File: src/rtl/riscv_boot_pkg.sv
// riscv_boot_pkg: shared types and constants for the boot sequencer.
//   state_t             - sequencer FSM states
//   TOHOST_ADDR_DEFAULT - byte address whose store ends a run
//   PASS_CODE           - tohost value that means the program passed
package riscv_boot_pkg;

    typedef enum logic [1:0] {
        S_LOAD = 2'd0,
        S_HOLD = 2'd1,
        S_RUN  = 2'd2,
        S_DONE = 2'd3
    } state_t;

    localparam logic [31:0] TOHOST_ADDR_DEFAULT = 32'h0000_0FFC;
    localparam int unsigned PASS_CODE           = 1;

endpackage

File: src/rtl/boot_load_ptr.sv
// boot_load_ptr: per-channel load write pointer with an exhaustion flag.
//   gclk  - clock
//   clear - synchronous clear of pointer and full flag (highest priority)
//   inc   - advance the pointer; ignored once full
//   ptr   - word address of the next write
//   full  - set after the write at address 2^ADDR_W-1
module boot_load_ptr #(
    parameter int ADDR_W = 10
) (
    input  logic              gclk,
    input  logic              clear,
    input  logic              inc,
    output logic [ADDR_W-1:0] ptr,
    output logic              full
);

    logic [ADDR_W-1:0] ptr_d, ptr_q;
    logic              full_d, full_q;

    always_comb begin
        ptr_d  = ptr_q;
        full_d = full_q;
        if (inc && !full_q) begin
            // pointer wraps to 0 but the full flag blocks any further writes
            ptr_d = ptr_q + ADDR_W'(1);
            if (ptr_q == '1) full_d = 1'b1;
        end
    end

    always_ff @(posedge gclk) begin
        if (clear) begin
            ptr_q  <= '0;
            full_q <= 1'b0;
        end else begin
            ptr_q  <= ptr_d;
            full_q <= full_d;
        end
    end

    assign ptr  = ptr_q;
    assign full = full_q;

endmodule

File: src/rtl/riscv_boot_sequencer.sv
// riscv_boot_sequencer: load-and-run controller for the RISC-V core.
//   Load port  : LOAD_VALID/LOAD_READY/LOAD_DATA/LOAD_SEL/LOAD_LAST stream
//                image words into NUM_MEM channels.
//   Memory side: MEM_WE (one-hot), MEM_ADDR, MEM_WDATA, registered one cycle
//                after the accepted beat.
//   Core side  : CORE_RESET_N held low during load and for RST_HOLD cycles
//                after the last write; RAM_ADDRESS/RAM_DATAIN/RAM_WE watched
//                for the tohost store.
//   Status     : CYCLE_COUNT, DONE, PASS, TIMED_OUT, LOAD_ERR, RESULT.
module riscv_boot_sequencer
    import riscv_boot_pkg::*;
#(
    parameter int          DATA_W      = 32,
    parameter int          ADDR_W      = 10,
    parameter int          NUM_MEM     = 2,
    parameter int          SEL_W       = (NUM_MEM > 1 ? $clog2(NUM_MEM) : 1),
    parameter int          RST_HOLD    = 4,
    parameter int          CNT_W       = 32,
    parameter logic [31:0] TOHOST_ADDR = TOHOST_ADDR_DEFAULT
) (
    input  logic               CLK,
    input  logic               RESET,
    input  logic               LOAD_VALID,
    output logic               LOAD_READY,
    input  logic [DATA_W-1:0]  LOAD_DATA,
    input  logic [SEL_W-1:0]   LOAD_SEL,
    input  logic               LOAD_LAST,
    output logic [NUM_MEM-1:0] MEM_WE,
    output logic [ADDR_W-1:0]  MEM_ADDR,
    output logic [DATA_W-1:0]  MEM_WDATA,
    output logic               CORE_RESET_N,
    input  logic [31:0]        RAM_ADDRESS,
    input  logic [DATA_W-1:0]  RAM_DATAIN,
    input  logic               RAM_WE,
    input  logic [CNT_W-1:0]   TIMEOUT_LIMIT,
    output logic [CNT_W-1:0]   CYCLE_COUNT,
    output logic               DONE,
    output logic               PASS,
    output logic               TIMED_OUT,
    output logic               LOAD_ERR,
    output logic [DATA_W-1:0]  RESULT
);

    localparam int HOLD_W = (RST_HOLD > 1) ? $clog2(RST_HOLD) : 1;

    state_t state_d, state_q;

    logic [NUM_MEM-1:0][ADDR_W-1:0] ch_ptr;
    logic [NUM_MEM-1:0]             ch_full;
    logic [NUM_MEM-1:0]             sel_hit, ptr_inc;
    logic                           sel_ok, sel_full;
    logic [ADDR_W-1:0]              sel_ptr;
    logic                           accept, do_write, tohost_hit, timeout_hit;

    logic [NUM_MEM-1:0] mem_we_d, mem_we_q;
    logic [ADDR_W-1:0]  mem_addr_d, mem_addr_q;
    logic [DATA_W-1:0]  mem_wdata_d, mem_wdata_q;
    logic [HOLD_W-1:0]  hold_cnt_d, hold_cnt_q;
    logic [CNT_W-1:0]   cycle_cnt_d, cycle_cnt_q;
    logic               done_d, done_q;
    logic               pass_d, pass_q;
    logic               timed_out_d, timed_out_q;
    logic               load_err_d, load_err_q;
    logic [DATA_W-1:0]  result_d, result_q;

    // ---- per-channel pointers ----
    for (genvar g = 0; g < NUM_MEM; g++) begin : g_ptr
        boot_load_ptr #(.ADDR_W(ADDR_W)) u_ptr (
            .gclk  (CLK),
            .clear (RESET),
            .inc   (ptr_inc[g]),
            .ptr   (ch_ptr[g]),
            .full  (ch_full[g])
        );
    end

    // Decode the select by matching each legal channel; any select value
    // that matches none is out of range and gets dropped.
    always_comb begin
        sel_hit  = '0;
        sel_ok   = 1'b0;
        sel_full = 1'b0;
        sel_ptr  = '0;
        for (int i = 0; i < NUM_MEM; i++) begin
            if (LOAD_SEL == SEL_W'(i)) begin
                sel_hit[i] = 1'b1;
                sel_ok     = 1'b1;
                sel_full   = ch_full[i];
                sel_ptr    = ch_ptr[i];
            end
        end
    end

    assign accept      = LOAD_VALID && LOAD_READY;
    assign do_write    = accept && sel_ok && !sel_full;
    assign ptr_inc     = do_write ? sel_hit : '0;
    assign tohost_hit  = (state_q == S_RUN) && RAM_WE && (RAM_ADDRESS == TOHOST_ADDR);
    assign timeout_hit = (state_q == S_RUN) && (TIMEOUT_LIMIT != '0) &&
                         (cycle_cnt_q == TIMEOUT_LIMIT - CNT_W'(1));

    // ---- FSM: state register ----
    always_ff @(posedge CLK) begin
        if (RESET) state_q <= S_LOAD;
        else       state_q <= state_d;
    end

    // ---- FSM: next state ----
    always_comb begin
        state_d = state_q;
        case (state_q)
            S_LOAD: if (accept && LOAD_LAST)        state_d = S_HOLD;
            S_HOLD: if (hold_cnt_q == '0)           state_d = S_RUN;
            S_RUN:  if (tohost_hit || timeout_hit)  state_d = S_DONE;
            S_DONE: state_d = S_DONE;
            default: state_d = S_LOAD;
        endcase
    end

    // ---- FSM: outputs ----
    always_comb begin
        LOAD_READY   = (state_q == S_LOAD);
        CORE_RESET_N = (state_q == S_RUN);
    end

    // ---- datapath next values ----
    always_comb begin
        mem_we_d    = '0;
        mem_addr_d  = mem_addr_q;
        mem_wdata_d = mem_wdata_q;
        if (do_write) begin
            mem_we_d    = sel_hit;
            mem_addr_d  = sel_ptr;
            mem_wdata_d = LOAD_DATA;
        end

        load_err_d = load_err_q || (accept && !do_write);

        // LAST loads RST_HOLD-1 so the core is released RST_HOLD cycles
        // after the final MEM_WE pulse.
        hold_cnt_d = hold_cnt_q;
        if (accept && LOAD_LAST)
            hold_cnt_d = HOLD_W'(RST_HOLD - 1);
        else if (state_q == S_HOLD && hold_cnt_q != '0)
            hold_cnt_d = hold_cnt_q - HOLD_W'(1);

        cycle_cnt_d = cycle_cnt_q;
        if (state_q == S_RUN && cycle_cnt_q != '1)
            cycle_cnt_d = cycle_cnt_q + CNT_W'(1);

        done_d      = done_q || tohost_hit || timeout_hit;
        pass_d      = pass_q;
        result_d    = result_q;
        timed_out_d = timed_out_q;
        if (tohost_hit) begin
            result_d = RAM_DATAIN;
            pass_d   = (RAM_DATAIN == DATA_W'(PASS_CODE));
        end else if (timeout_hit) begin
            timed_out_d = 1'b1;
        end
    end

    always_ff @(posedge CLK) begin
        if (RESET) begin
            mem_we_q    <= '0;
            mem_addr_q  <= '0;
            mem_wdata_q <= '0;
            hold_cnt_q  <= '0;
            cycle_cnt_q <= '0;
            done_q      <= 1'b0;
            pass_q      <= 1'b0;
            timed_out_q <= 1'b0;
            load_err_q  <= 1'b0;
            result_q    <= '0;
        end else begin
            mem_we_q    <= mem_we_d;
            mem_addr_q  <= mem_addr_d;
            mem_wdata_q <= mem_wdata_d;
            hold_cnt_q  <= hold_cnt_d;
            cycle_cnt_q <= cycle_cnt_d;
            done_q      <= done_d;
            pass_q      <= pass_d;
            timed_out_q <= timed_out_d;
            load_err_q  <= load_err_d;
            result_q    <= result_d;
        end
    end

    assign MEM_WE      = mem_we_q;
    assign MEM_ADDR    = mem_addr_q;
    assign MEM_WDATA   = mem_wdata_q;
    assign CYCLE_COUNT = cycle_cnt_q;
    assign DONE        = done_q;
    assign PASS        = pass_q;
    assign TIMED_OUT   = timed_out_q;
    assign LOAD_ERR    = load_err_q;
    assign RESULT      = result_q;

endmodule

File: config.mk
export PLATFORM = sky130hd
export DESIGN_NAME = riscv_boot_sequencer
export DESIGN_NICKNAME = d
export VERILOG_FILES = /design/src/rtl/riscv_boot_pkg.sv /design/src/rtl/boot_load_ptr.sv /design/src/rtl/riscv_boot_sequencer.sv
export SDC_FILE = /design/constraint.sdc
export NUM_CORES = 1
export LEC_CHECK = 0
export ABC_CLOCK_PERIOD_IN_PS = 4300
export CAP_MARGIN = 20
export CORE_MARGIN = 1
export CORE_UTILIZATION = 49
export DETAILED_ROUTE_END_ITERATION = 7
export PLACE_DENSITY = 0.89
export SYNTH_ARGS = -nofsm -noshare
export SYNTH_HDL_FRONTEND = slang
export SYNTH_SLANG_ARGS = --single-unit
File: constraint.sdc
create_clock -name CLK -period 4.3 [get_ports CLK]
set_clock_uncertainty 0.1 [all_clocks]
set_input_delay 0.645 -clock CLK [delete_from_list [all_inputs] [get_ports CLK]]
set_output_delay 0.645 -clock CLK [all_outputs]
set_load 0.005 [all_outputs]
# Word level (Yosys, flattened, before mapping)

Index checks and enable logic that the tools add are counted.

Word-level logic and storage cells: 73
Input bits: 134
Register bits: 138
Output and inout bits: 114

Bitwise gates (word level): 1
Mux-type cells: 11
$add $sub $neg: 5
Reductions and logical operators: 29
Equality and inequality tests: 12

Operators by type and width:

| cell                    | count |
|---|---|
| $add A32 B1 Y32 const B | 1 |
| $eq A32 B1 Y1 const B   | 1 |
| $eq A32 B12 Y1 const B  | 1 |
| $eq A32 B32 Y1          | 1 |
| $ne A32 B32 Y1 const B  | 1 |
| $reduce_bool A32 Y1     | 1 |
| $sub A32 B1 Y32 const B | 1 |
| $add A10 B1 Y10 const B | 2 |
| $eq A10 B10 Y1 const B  | 2 |
| $logic_and A1 B1 Y1     | 12 |
| $mux W2                 | 6 |
| $mux W10                | 1 |
| $pmux W2 S4             | 1 |
| $reduce_and A2 Y1       | 3 |
| $eq A2 B2 Y1 const B    | 2 |
| $logic_not A1 Y1        | 4 |
| $logic_not A2 Y1        | 2 |
| $logic_or A1 B1 Y1      | 4 |
| $ne A2 B1 Y1 const B    | 2 |
| $reduce_bool A2 Y1      | 2 |
| $mux W1                 | 3 |
| $reduce_and A3 Y1       | 1 |
| $eq A2 B1 Y1 const B    | 1 |
| $ne A2 B2 Y1 const B    | 1 |
| other kinds (2)         | 2 |

# Logic depth before layout (Yosys ltp)

Gate-level depths: netlist (run 1).

Depth in word-level cells: 6
Mapped depth: 10

# Modules after synthesis

Synthesis (run 1) repeated with hierarchy kept, for this count alone.

Cells, all modules: 790
Area total of the unflattened synthesis: 6,722.7 µm²

By module, submodules not included:

| module               | cells an instance | sequential area each (µm²) | instances | area an instance (µm²) |
|---|---|---|---|---|
| riscv_boot_sequencer | 680               | 2,322.2                    | 1         | 5,676.7 |
| boot_load_ptr        | 55                | 220.2                      | 2         | 523.0 |

# Worst setup path after synthesis (run 1)

Ideal clock, no wire load.

Kind: in2reg
Start: in TIMEOUT_LIMIT[0]
End: reg state_q[0]
Path slack: 1.337 ns
Library setup time: 0.079 ns
Required time: 4.121 ns
Buffers on the path: 0
Data arrival time: 2.784 ns
Cell stages on the path: 9
Cells stage by stage: inv_1 -> ha_1 -> nor4b_4 -> nand4_1 -> or4_1 -> a2111oi_0 -> and4_1 -> nand4_1 -> a211oi_2

Cells in the longest elaborated chain, start to end: 6

Ends and longest elaborated chain:

| what                                                   | RTL line                                               | text |
|---|---|---|
| start: declaration                                     | riscv_boot_sequencer.sv:35                             | `input logic [CNT_W-1:0] TIMEOUT_LIMIT,` |
| $sub A32 B1 Y32 or $reduce_bool A32 Y1 (tied branches) | riscv_boot_sequencer.sv:99, riscv_boot_sequencer.sv:98 |  |
| $eq A32 B32 Y1 or $logic_and A1 B1 Y1 (tied branches)  | riscv_boot_sequencer.sv:99, riscv_boot_sequencer.sv:98 |  |
| $logic_and A1 B1 Y1 (*)                                | riscv_boot_sequencer.sv:98                             | `assign timeout_hit = (state_q == S_RUN) && (TIMEOUT_LIMIT != '0) &&` |
| $logic_or A1 B1 Y1 (*)                                 | riscv_boot_sequencer.sv:113                            | `S_RUN: if (tohost_hit \|\| timeout_hit) state_d = S_DONE;` |
| $ne A2 B1 Y1 (no source line) (*)                      | n/a                                                    |  |
| $reduce_and A3 Y1 (no source line) (*)                 | n/a                                                    |  |
| end signal: assignment                                 | riscv_boot_sequencer.sv:104                            | `else state_q <= state_d;` |
| end: declaration                                       | riscv_boot_sequencer.sv:46                             | `state_t state_d, state_q;` |

Every way passes the cells marked *; elsewhere a longest branch is shown, timed or not.
A chain may end at the register's enable or synchronous reset.

# Final worst setup path (run 1)

Same ends and word-level chain as after synthesis.

==> PnR_summary.wiki, run 1 <==
{| class="wikitable"
! Metric !! Value
|-
| Number of post-CTS setup repair buffers || 0
|-
| Flops & latches, synth || 138
|-
| Global placer's final weighted congestion || 0.925
|-
| Worst hold path type || flop to flop
|-
| Crit path cell chain || clkdlybuf4s50_1, inv_1, ha_1, nor4b_4, nand4_1, or4_1, a2111oi_0, and4_1, nand4_1, a211oi_2
|-
| Category of the worst setup path capture point || flop
|-
| Root cell of the clock tree || sky130_fd_sc_hd__clkbuf_16
|-
| Min Tclk post-route || 3.53 ns
|-
| IR Drop Worst-Case VDD || 0.275 mV
|-
| Synth warnings || 0
|-
| CTS Buffer Depth || 2
|-
| Global-route wire length before repair || 32800 µm
|-
| Ratio of total power to cell area || 315 nW/µm²
|-
| Pins Over Slew Limit || 0
|-
| Placement-stage cell area || 9560 µm²
|-
| Routed WL || 20500 µm
|-
| Total nets after synthesis || 990
|-
| Data required time at the worst endpoint || 4.53 ns
|-
| Clock transition at the registers of the reported paths || 0.06 ns
|-
| Pin count of the biggest net entering global routing || 83
|-
| TritonCTS clock tree || built
|-
| Distinct cells, synth || 66
|-
| Number of standard cells after synthesis || 851
|-
| Antenna Nets Post-Route || 0
|-
| Final instance area || 10100 µm²
|-
| Leak pwr || 3.43 nW
|-
| Share of final-layout standard cells stronger than drive strength 1 || 0.0567
|-
| Startpoint Class || primary input
|-
| Max-capacitance violation count || 0
|-
| Vias in the first global route || 6807
|-
| Switching share of total power || 0.256
|-
| Status || finished clean
|-
| Total area of multi-input combinational cells || 4000 µm²
|-
| Number of CTS-inserted buffers || 17
|-
| Vertical die dimension || 121 µm
|-
| Mean area per synthesized cell || 8.21 µm²
|-
| Sequential cell area fraction in the yosys report || 0.395
|-
| Detail-routed net length per standard cell || 16.1 µm
|-
| Non-filler cells in the finished layout || 1274
|-
| Mapped cell area || 6990 µm²
|-
| Worst path arrival time || 3.76 ns
|-
| Critical path's largest stage delay || 0.57 ns
|-
| Relative contribution of sequential cells to total power || 0.420
|-
| Die area || 14700 µm²
|-
| Fin Setup TNS || 0 ns
|-
| Top achievable clock speed || 283 MHz
|-
| Number of primary I/O pins || 248
|-
| RSZ-0062 raised after global routing || no
|-
| Placed wire-length estimate || 15200 µm
|-
| Worst-margin pin slew || 0.825 ns
|-
| Standard cell core area || 13900 µm²
|-
| Area share of the leading cell type in the synthesized netlist || 0.395
|-
| Diodes inserted || 0
|-
| Effective utilization at floorplan || 0.504
|-
| Clk Latency, worst-skew pair || 0.41 ns
|-
| Gate family responsible for the most delay along the worst path || simple AND/OR/NAND/NOR gates
|-
| Slowest CP cell || sky130_fd_sc_hd__or4_1
|-
| Number of vias in the routed layout || 7086
|-
| Most common library cell in the layout ignoring fill and taps || sky130_fd_sc_hd__clkdlybuf4s50_1
|-
| Internal power component || 0.00238 W
|-
| Max_slew headroom || 0.450
|-
| Maximum fanout along the worst path || 7
|-
| DRC Markers || 0
|-
| Cells after DPL || 1242
|-
| Most area-hungry cell type in the Yosys netlist || sky130_fd_sc_hd__dfxtp_1
|-
| Number of gates given a new drive strength after cts || 0
|-
| Number of clock sinks seen by CTS || 138
|-
| Period utilisation layout || 0.820
|-
| Prevailing post-synth register cell || sky130_fd_sc_hd__dfxtp_1
|-
| Number of buffers inserted by hold repair at cts || 0
|-
| Violation count after the first detailed-route iteration || 472
|-
| Final setup fails || 0
|-
| Commonest cells after routing, fill and taps aside || 246 x sky130_fd_sc_hd__clkdlybuf4s50_1, 138 x sky130_fd_sc_hd__dfxtp_1, 122 x sky130_fd_sc_hd__nor2_1, 106 x sky130_fd_sc_hd__nand2_1, 50 x sky130_fd_sc_hd__a21oi_1
|-
| Antenna violations before repair || 0
|-
| Number of buffer cells added on primary ports || 247
|-
| Post-DR vias/cell || 5.56
|-
| Row cnt || 43
|-
| Filler instances || 1013
|-
| Area grow syn2layout || 45.1%
|-
| Final hold violations || 0
|-
| GR Overflow Total || 0
|-
| Footprint of the flip-flops and latches || 2760 µm²
|-
| Final-stage net count || 1220
|-
| Number of detailed-routing iterations run before antenna repair || 5
|-
| DIE WIDTH || 121 µm
|-
| H-tree depth || 4
|-
| Share of flip-flops with an asynchronous set or reset after synthesis || 0
|-
| Aggregate global-route resource usage || 0.278
|-
| Switching Power || 0.000818 W
|-
| Category of the critical setup timing path || primary input to flop
|-
| Crit-path most repeated cell || sky130_fd_sc_hd__nand4_1
|-
| Number of enable flip-flop cells after synthesis || 0
|-
| Count of buffering cells on the critical path with inverters included || 2
|-
| Clock network fraction of total power || 0.439
|-
| Comb pwr share || 0.141
|-
| Synth area leaders || sky130_fd_sc_hd__dfxtp_1 40%, sky130_fd_sc_hd__nor2_1 6.6%, sky130_fd_sc_hd__nand2_1 5.7%
|}
-- registers in the layout, indices dropped and copies added, names as in the netlist --
signal,cells
CYCLE_COUNT,32
DONE,1
LOAD_ERR,1
MEM_ADDR,10
MEM_WDATA,32
MEM_WE,2
PASS,1
RESULT,32
TIMED_OUT,1
g_ptr.u_ptr.full,2
g_ptr.u_ptr.ptr,20
hold_cnt_q,2
state_q,2
-- synth_stat cells (15+ instances only) --
cell,number
sky130_fd_sc_hd__inv_1,15
sky130_fd_sc_hd__nand2_1,106
sky130_fd_sc_hd__nand3_1,34
sky130_fd_sc_hd__xor2_1,38
sky130_fd_sc_hd__nor2_1,123
sky130_fd_sc_hd__clkbuf_1,34
sky130_fd_sc_hd__nand4_1,28
sky130_fd_sc_hd__xnor2_1,43
sky130_fd_sc_hd__a21oi_1,50
sky130_fd_sc_hd__nor3_1,32
sky130_fd_sc_hd__mux2i_1,36
sky130_fd_sc_hd__nor4_1,23
sky130_fd_sc_hd__dfxtp_1,138
-- worst register-to-register path: cells and delay by family, from the launching register on --
| family | cells | cell delay (ns) |
|---|---|---|
| DFF | 1 | 0.53 |
| AOI/OAI and AO/OA | 1 | 0.48 |
| and+or+nand+nor | 5 | 1.38 |
| xor gates and xnor gates | 1 | 0.19 |
-- area by class of cell --
| type | instances | area share |
|---|---|---|
| Multi-Input combinational cell | 656 | 0.395 |
| Sequential cell | 138 | 0.272 |
| Timing Repair Buffer | 253 | 0.248 |
| Clock buffer | 18 | 0.0433 |
| Tap cell | 180 | 0.0222 |
| Clock inverter | 14 | 0.0137 |
| Inverter | 15 | 0.00555 |
-- logic make-up (layout without fill, tap and decap cells) --
kind of cell             after synthesis  after routing  share of synthesized area
buffers and inverters                 57            300                     0.0333
AO/OA/AOI/OAI                        110            110                      0.102
XOR/XNOR                              81             81                      0.101
AND/OR/NAND/NOR                      423            423                      0.306
multiplexers                          37             37                     0.0532
flip-flops                           138            138                      0.395
adder cells (fa/ha/maj)                5              5                    0.00895
-- routing by layer --
layer | wire [µm] | GRT usage | part of all wire | vias up
met3 | 1460 | 0.0686 | 0.071 | 38
met5 | 0 | 0 | 0 | -
li1 | - | - | - | 3472
met1 | 8720 | 0.345 | 0.42 | 3299
met2 | 9950 | 0.465 | 0.48 | 277
met4 | 420 | 0.0988 | 0.020 | 0
-- per-stage QoR --
step	hold slack [ns]	util	total power [W]	setup slack, ns
2_1_floorplan	0.341	-	0.00156	1.34
3_3_place_gp	0.341	0.689	0.00181	0.524
3_5_place_dp	0.347	0.689	0.00181	0.419
4_1_cts	0.356	0.730	0.00322	0.841
5_1_grt	0.375	0.730	0.00333	0.568
6_report	0.355	0.730	0.00320	0.772
-- power by group through the flow --
stage               clock network, W  registers (W)  logic [W]
floorplan                          0        0.00137   0.000191
global placement                   0        0.00137   0.000440
detailed placement                 0        0.00137   0.000444
CTS                          0.00143        0.00134   0.000449
global route                 0.00149        0.00135   0.000487
finish                       0.00140        0.00134   0.000450
-- path summary, 6_finish.rpt --
| path | start | to | slack, ns | cells past startpoint |
|---|---|---|---|---|
| setup / recovery | TIMEOUT_LIMIT[0] | state_q[0] | 0.77 | 10 |
| hold / removal | MEM_WDATA[17] | MEM_WDATA[17] | 0.36 | 2 |
| setup reg to reg | CYCLE_COUNT[6] | CYCLE_COUNT[13] | 1.48 | 7 |
| hold reg to reg | MEM_WDATA[17] | MEM_WDATA[17] | 0.36 | 2 |
No activity file was read; power rests on OpenSTA's default activity.
==> run 2, diff against run 1 <==
--- a/config.mk
+++ b/config.mk
@@ -5,12 +5,12 @@
 export SDC_FILE = /design/constraint.sdc
 export NUM_CORES = 1
 export LEC_CHECK = 0
-export ABC_CLOCK_PERIOD_IN_PS = 4300
+export ABC_CLOCK_PERIOD_IN_PS = 3000
 export CAP_MARGIN = 20
 export CORE_MARGIN = 1
-export CORE_UTILIZATION = 49
+export CORE_UTILIZATION = 41
 export DETAILED_ROUTE_END_ITERATION = 7
-export PLACE_DENSITY = 0.89
+export PLACE_DENSITY = 0.8
 export SYNTH_ARGS = -nofsm -noshare
 export SYNTH_HDL_FRONTEND = slang
 export SYNTH_SLANG_ARGS = --single-unit
==> constraint.sdc (replaced) <==
create_clock -name CLK -period 3 [get_ports CLK]
set_clock_uncertainty 0.1 [all_clocks]
set_input_delay 0.45 -clock CLK [delete_from_list [all_inputs] [get_ports CLK]]
set_output_delay 0.45 -clock CLK [all_outputs]
set_load 0.005 [all_outputs]
==> PnR_summary.wiki, run 2 (synthesized netlist as in run 1, its figures left out) <==
{| class="wikitable"
! Metric !! Value
|-
| Status || finished clean
|-
| Aggregate global-route resource usage || 0.245
|-
| Diodes inserted || 0
|-
| Antenna violations before repair || 0
|-
| Launch point of the worst hold path || MEM_WDATA[0]
|-
| First element of the critical path || TIMEOUT_LIMIT[1]
|-
| Root cell of the clock tree || sky130_fd_sc_hd__clkbuf_16
|-
| Standard cell core area || 16600 µm²
|-
| GR Overflow Total || 0
|-
| Clk Latency, worst-skew pair || 0.41 ns
|-
| Vias in the first global route || 7241
|-
| Internal power component || 0.00367 W
|-
| Effective utilization at floorplan || 0.420
|-
| TritonCTS clock tree || built
|-
| Number of buffers inserted by hold repair at cts || 0
|-
| Period utilisation layout || 0.956
|-
| Area grow syn2layout || 53.5%
|-
| Worst hold path type || flop to flop
|-
| Most common library cell in the layout ignoring fill and taps || sky130_fd_sc_hd__clkdlybuf4s50_1
|-
| Relative contribution of sequential cells to total power || 0.399
|-
| Min Tclk post-route || 2.87 ns
|-
| Placed wire-length estimate || 16200 µm
|-
| Post-DR vias/cell || 5.30
|-
| Startpoint Class || primary input
|-
| Comb pwr share || 0.145
|-
| Switching Power || 0.00116 W
|-
| Maximum fanout along the worst path || 3
|-
| H-tree depth || 4
|-
| Clock transition at the registers of the reported paths || 0.06 ns
|-
| CTS Buffer Depth || 2
|-
| Antenna Nets Post-Route || 0
|-
| Vertical die dimension || 133 µm
|-
| Filler instances || 1371
|-
| Worst path arrival time || 3.10 ns
|-
| Detail-routed net length per standard cell || 15.6 µm
|-
| Data required time at the worst endpoint || 3.23 ns
|-
| DIE WIDTH || 133 µm
|-
| Final instance area || 10700 µm²
|-
| Category of the worst setup path capture point || flop
|-
| Global-route wire length before repair || 35000 µm
|-
| Clock network fraction of total power || 0.456
|-
| Violation count after the first detailed-route iteration || 454
|-
| RSZ-0062 raised after global routing || no
|-
| Die area || 17600 µm²
|-
| Leak pwr || 3.77 nW
|-
| DRC Markers || 0
|-
| Share of final-layout standard cells stronger than drive strength 1 || 0.109
|-
| Number of buffer cells added on primary ports || 247
|-
| Number of CTS-inserted buffers || 17
|-
| Final standard cell utilization of the core || 0.645
|-
| Number of vias in the routed layout || 7281
|-
| Commonest cells after routing, fill and taps aside || 246 x sky130_fd_sc_hd__clkdlybuf4s50_1, 138 x sky130_fd_sc_hd__dfxtp_1, 122 x sky130_fd_sc_hd__nor2_1, 106 x sky130_fd_sc_hd__nand2_1, 65 x sky130_fd_sc_hd__buf_4
|-
| Total power || 0.00483 W
|-
| Routed WL || 21500 µm
|-
| Worst-margin pin slew || 0.677 ns
|-
| Category of the critical setup timing path || primary input to flop
|-
| Final hold violations || 0
|-
| Number of detailed-routing iterations run before antenna repair || 7
|-
| Row cnt || 47
|-
| Max-capacitance violation count || 0
|-
| Top achievable clock speed || 349 MHz
|-
| Placement-stage cell area || 10100 µm²
|-
| Post-route worst hold slack || 0.354 ns
|-
| Global placer's final weighted congestion || 0.930
|-
| IR Drop Worst-Case VDD || 0.365 mV
|-
| Final-stage net count || 1280
|-
| Switching share of total power || 0.240
|-
| Pins Over Slew Limit || 0
|-
| Number of clock sinks seen by CTS || 138
|-
| Max_slew headroom || 0.549
|-
| Ratio of total power to cell area || 450 nW/µm²
|-
| FF-to-FF Start || CYCLE_COUNT[8]
|-
| Pin count of the biggest net entering global routing || 63
|-
| Number of primary I/O pins || 248
|-
| Final setup fails || 0
|}
## run 2: power groups by stage
| stage | clock network [W] | registers (W) | logic, W |
|---|---|---|---|
| 2_1_floorplan | 0 | 0.00196 | 0.000273 |
| 3_3_place_gp | 0 | 0.00196 | 0.000684 |
| 3_5_place_dp | 0 | 0.00196 | 0.000694 |
| 4_1_cts | 0.00225 | 0.00192 | 0.000700 |
| 5_1_grt | 0.00231 | 0.00193 | 0.000759 |
| 6_report | 0.00220 | 0.00192 | 0.000701 |
## run 2: final timing paths
kind,slack (ns),endpoint,cells past startpoint
hold reg to reg,0.35,MEM_WDATA[0],2
hold / removal,0.35,MEM_WDATA[0],2
setup / recovery,0.13,state_q[0],10
setup reg to reg,0.37,CYCLE_COUNT[4],8
## run 2: metrics by stage
stage	setup slack [ns]	instances	TNS [ns]
floorplan	0.232	851	0
global placement	-0.258	1342	-0.531
detailed placement	-0.309	1342	-0.710
CTS	0.106	1373	0
global route	0.0234	1373	0
finish	0.132	1373	0
## run 2: final cells by class
class / instances / area (µm²) / share of cell area
clock buffers: 17 / 425 / 0.0396
clock inverters: 14 / 196 / 0.0183
inverters: 15 / 56.3 / 0.00525
multi-input cells: 656 / 4030 / 0.375
flip-flops and latches: 138 / 2760 / 0.257
well taps: 220 / 275 / 0.0256
repair buffers: 313 / 2990 / 0.279
## run 2: what timing repair did
action                     CTS  global route
setup endpoints to repair    0             2
resized for setup            0             6
buffers inserted             0             0
## run 2: critical path, stage by stage
cell	delay, ns
sky130_fd_sc_hd__clkdlybuf4s50_1	0.43
sky130_fd_sc_hd__inv_1	0.07
sky130_fd_sc_hd__ha_1	0.18
sky130_fd_sc_hd__nor4b_4	0.23
sky130_fd_sc_hd__nand4_1	0.16
sky130_fd_sc_hd__or4_4	0.58
sky130_fd_sc_hd__a2111oi_2	0.35
sky130_fd_sc_hd__and4_1	0.23
sky130_fd_sc_hd__nand4_1	0.17
sky130_fd_sc_hd__a211oi_2	0.24
## run 2: layer usage
| metal | routed length [µm] | vias to the layer above | GRT usage |
|---|---|---|---|
| li1 | - | 3581 | - |
| met1 | 9190 | 3386 | 0.298 |
| met2 | 10300 | 270 | 0.415 |
| met3 | 1480 | 44 | 0.0594 |
| met4 | 543 | 0 | 0.0971 |
| met5 | 0 | - | 0 |
==> run 3, diff against run 2 <==
--- a/config.mk
+++ b/config.mk
@@ -5,12 +5,12 @@
 export SDC_FILE = /design/constraint.sdc
 export NUM_CORES = 1
 export LEC_CHECK = 0
-export ABC_CLOCK_PERIOD_IN_PS = 3000
+export ABC_CLOCK_PERIOD_IN_PS = 3700
 export CAP_MARGIN = 20
 export CORE_MARGIN = 1
-export CORE_UTILIZATION = 41
+export CORE_UTILIZATION = 49
 export DETAILED_ROUTE_END_ITERATION = 7
-export PLACE_DENSITY = 0.8
+export PLACE_DENSITY = 0.95
 export SYNTH_ARGS = -nofsm -noshare
 export SYNTH_HDL_FRONTEND = slang
 export SYNTH_SLANG_ARGS = --single-unit
==> constraint.sdc (replaced) <==
create_clock -name CLK -period 3.7 [get_ports CLK]
set_clock_uncertainty 0.1 [all_clocks]
set_input_delay 0.555 -clock CLK [delete_from_list [all_inputs] [get_ports CLK]]
set_output_delay 0.555 -clock CLK [all_outputs]
set_load 0.005 [all_outputs]
==> PnR_summary.wiki, run 3 (synthesized netlist as in run 1, its figures left out) <==
{| class="wikitable"
! Metric !! Value
|-
| Number of buffer cells added on primary ports || 247
|-
| Placed wire-length estimate || 15800 µm
|-
| Count of buffering cells on the critical path with inverters included || 2
|-
| Number of vias in the routed layout || 7166
|-
| TritonCTS clock tree || built
|-
| RSZ-0062 raised after global routing || no
|-
| Period utilisation layout || 0.869
|-
| Detail-routed net length per standard cell || 16.5 µm
|-
| Violation count after the first detailed-route iteration || 681
|-
| DRC Markers || 0
|-
| IR Drop Worst-Case VDD || 0.407 mV
|-
| Number of instances on the worst hold path || 2
|-
| Aggregate global-route resource usage || 0.288
|-
| Area grow syn2layout || 45.8%
|-
| Pin count of the biggest net entering global routing || 70
|-
| CTS Buffer Depth || 2
|-
| Number of buffers inserted by hold repair at cts || 0
|-
| Total power || 0.00372 W
|-
| Startpoint Class || primary input
|-
| Diodes inserted || 0
|-
| Effective utilization at floorplan || 0.504
|-
| Final hold violations || 0
|-
| H-tree depth || 4
|-
| Final worst slack || 0.485 ns
|-
| Pins Over Slew Limit || 0
|-
| Non-filler cells in the finished layout || 1282
|-
| Global-route wire length before repair || 33600 µm
|-
| Worst path arrival time || 3.44 ns
|-
| Ratio of total power to cell area || 365 nW/µm²
|-
| Row cnt || 43
|-
| Number of gates given a new drive strength after cts || 0
|-
| Launch point of the worst hold path || MEM_WDATA[5]
|-
| Number of detailed-routing iterations run before antenna repair || 5
|-
| Clock transition at the registers of the reported paths || 0.06 ns
|-
| Number of clock sinks seen by CTS || 138
|-
| Status || finished clean
|-
| Commonest cells after routing, fill and taps aside || 246 x sky130_fd_sc_hd__clkdlybuf4s50_1, 138 x sky130_fd_sc_hd__dfxtp_1, 122 x sky130_fd_sc_hd__nor2_1, 106 x sky130_fd_sc_hd__nand2_1, 50 x sky130_fd_sc_hd__a21oi_1
|-
| Category of the critical setup timing path || primary input to flop
|-
| Antenna Nets Post-Route || 0
|-
| Gate family responsible for the most delay along the worst path || simple AND/OR/NAND/NOR gates
|-
| Vertical die dimension || 121 µm
|-
| Global placer's final weighted congestion || 0.981
|-
| Endpoint of the worst hold-timing path || MEM_WDATA[5]
|-
| Number of CTS-inserted buffers || 17
|-
| Critical path's largest stage delay || 0.63 ns
|-
| Post-DR vias/cell || 5.59
|-
| Crit path cell chain || clkdlybuf4s50_1, inv_1, ha_1, or4b_1, nor4_1, o32ai_1, nor4b_1, and4_1, nand4_1, a211oi_2
|-
| Max_slew headroom || 0.378
|-
| Final setup fails || 0
|-
| Min Tclk post-route || 3.22 ns
|-
| Clk Latency, worst-skew pair || 0.41 ns
|-
| Worst reg-to-reg setup slack || 0.95 ns
|-
| Worst hold path type || flop to flop
|-
| Maximum fanout along the worst path || 6
|-
| Die area || 14700 µm²
|-
| Number of primary I/O pins || 248
|-
| Category of the worst setup path capture point || flop
|-
| Most common library cell in the layout ignoring fill and taps || sky130_fd_sc_hd__clkdlybuf4s50_1
|-
| Leak pwr || 3.48 nW
|-
| Routed WL || 21200 µm
|-
| Vias in the first global route || 6748
|-
| Final-stage net count || 1228
|-
| Data required time at the worst endpoint || 3.93 ns
|-
| Cells after DPL || 1250
|-
| GR Overflow Total || 0
|-
| Max-capacitance violation count || 0
|-
| Slowest CP cell || sky130_fd_sc_hd__or4b_1
|-
| Worst-margin pin slew || 0.925 ns
|-
| Fin Setup TNS || 0 ns
|-
| Number of post-CTS setup repair buffers || 0
|-
| Root cell of the clock tree || sky130_fd_sc_hd__clkbuf_16
|-
| Antenna violations before repair || 0
|-
| Standard cell core area || 13900 µm²
|-
| Top achievable clock speed || 311 MHz
|-
| DIE WIDTH || 121 µm
|-
| Reg-to-Reg End || CYCLE_COUNT[8]
|-
| Worst slack, placed || 0.0991 ns
|-
| Share of final-layout standard cells stronger than drive strength 1 || 0.0617
|-
| FF-to-FF Start || CYCLE_COUNT[7]
|-
| Reg2reg path depth || 7
|}
## run 3: cell types whose count changed in the layout (fill, tap and decap cells not counted), sizes merged
| cell | previous run | this run |
|---|---|---|
| buf | 67 | 15 |
| clkbuf | 17 | 21 |
| bufinv | 4 | 1 |
| inv | 17 | 20 |
| clkinv | 6 | 4 |
| clkinvlp | 2 | 1 |
## run 3: worst register-to-register path, delay by kind of cell (launching register included)
kind               cells  cell delay [ns]
AOI/OAI and AO/OA      2             0.44
and+or+nand+nor        5             1.55
DFF                    1             0.50
## run 3: worst max-delay path by stage
stage,cells past startpoint,slack (ns),to,from
floorplan,9,0.83,state_q[0],TIMEOUT_LIMIT[0]
global placement,10,0.19,state_q[0],TIMEOUT_LIMIT[1]
detailed placement,10,0.1,state_q[0],TIMEOUT_LIMIT[1]
CTS,10,0.51,state_q[0],TIMEOUT_LIMIT[1]
global route,10,0.31,TIMED_OUT,TIMEOUT_LIMIT[1]
finish,10,0.48,state_q[0],TIMEOUT_LIMIT[1]
## run 3: power by group
part           leakage (nW)  total [W]  switching, W  internal, W
combinational          2.08   0.000530      0.000251     0.000279
sequential             1.12    0.00156     0.0000292      0.00153
clock                 0.279    0.00163      0.000663     0.000971
total                  3.48    0.00372      0.000943      0.00278
## run 3: metrics by stage
step | cell area [µm²] | utilization | hold slack (ns)
after floorplan | 6990 | - | 0.341
after global routing | 10200 | 0.734 | 0.367
final | 10200 | 0.734 | 0.353
after detailed placement | 9620 | 0.693 | 0.346
after global placement | 9620 | 0.693 | 0.341
after CTS | 10200 | 0.734 | 0.354
## run 3: per-layer routing
layer	up-vias	wire, µm	track usage	share of wire
met3	33	1350	0.0634	0.064
met2	285	10500	0.494	0.50
li1	3494	-	-	-
met4	0	339	0.0941	0.016
met1	3354	8970	0.356	0.42
met5	-	0	0	0
## run 3: area by class of cell
type / count / area (µm²)
multi-input combinational: 656 / 4000
fill: 978 / 3690
sequential: 138 / 2760
timing repair buffer: 261 / 2570
clock buffer: 21 / 460
tap: 180 / 225
clock inverter: 11 / 109
inverter: 15 / 56.3
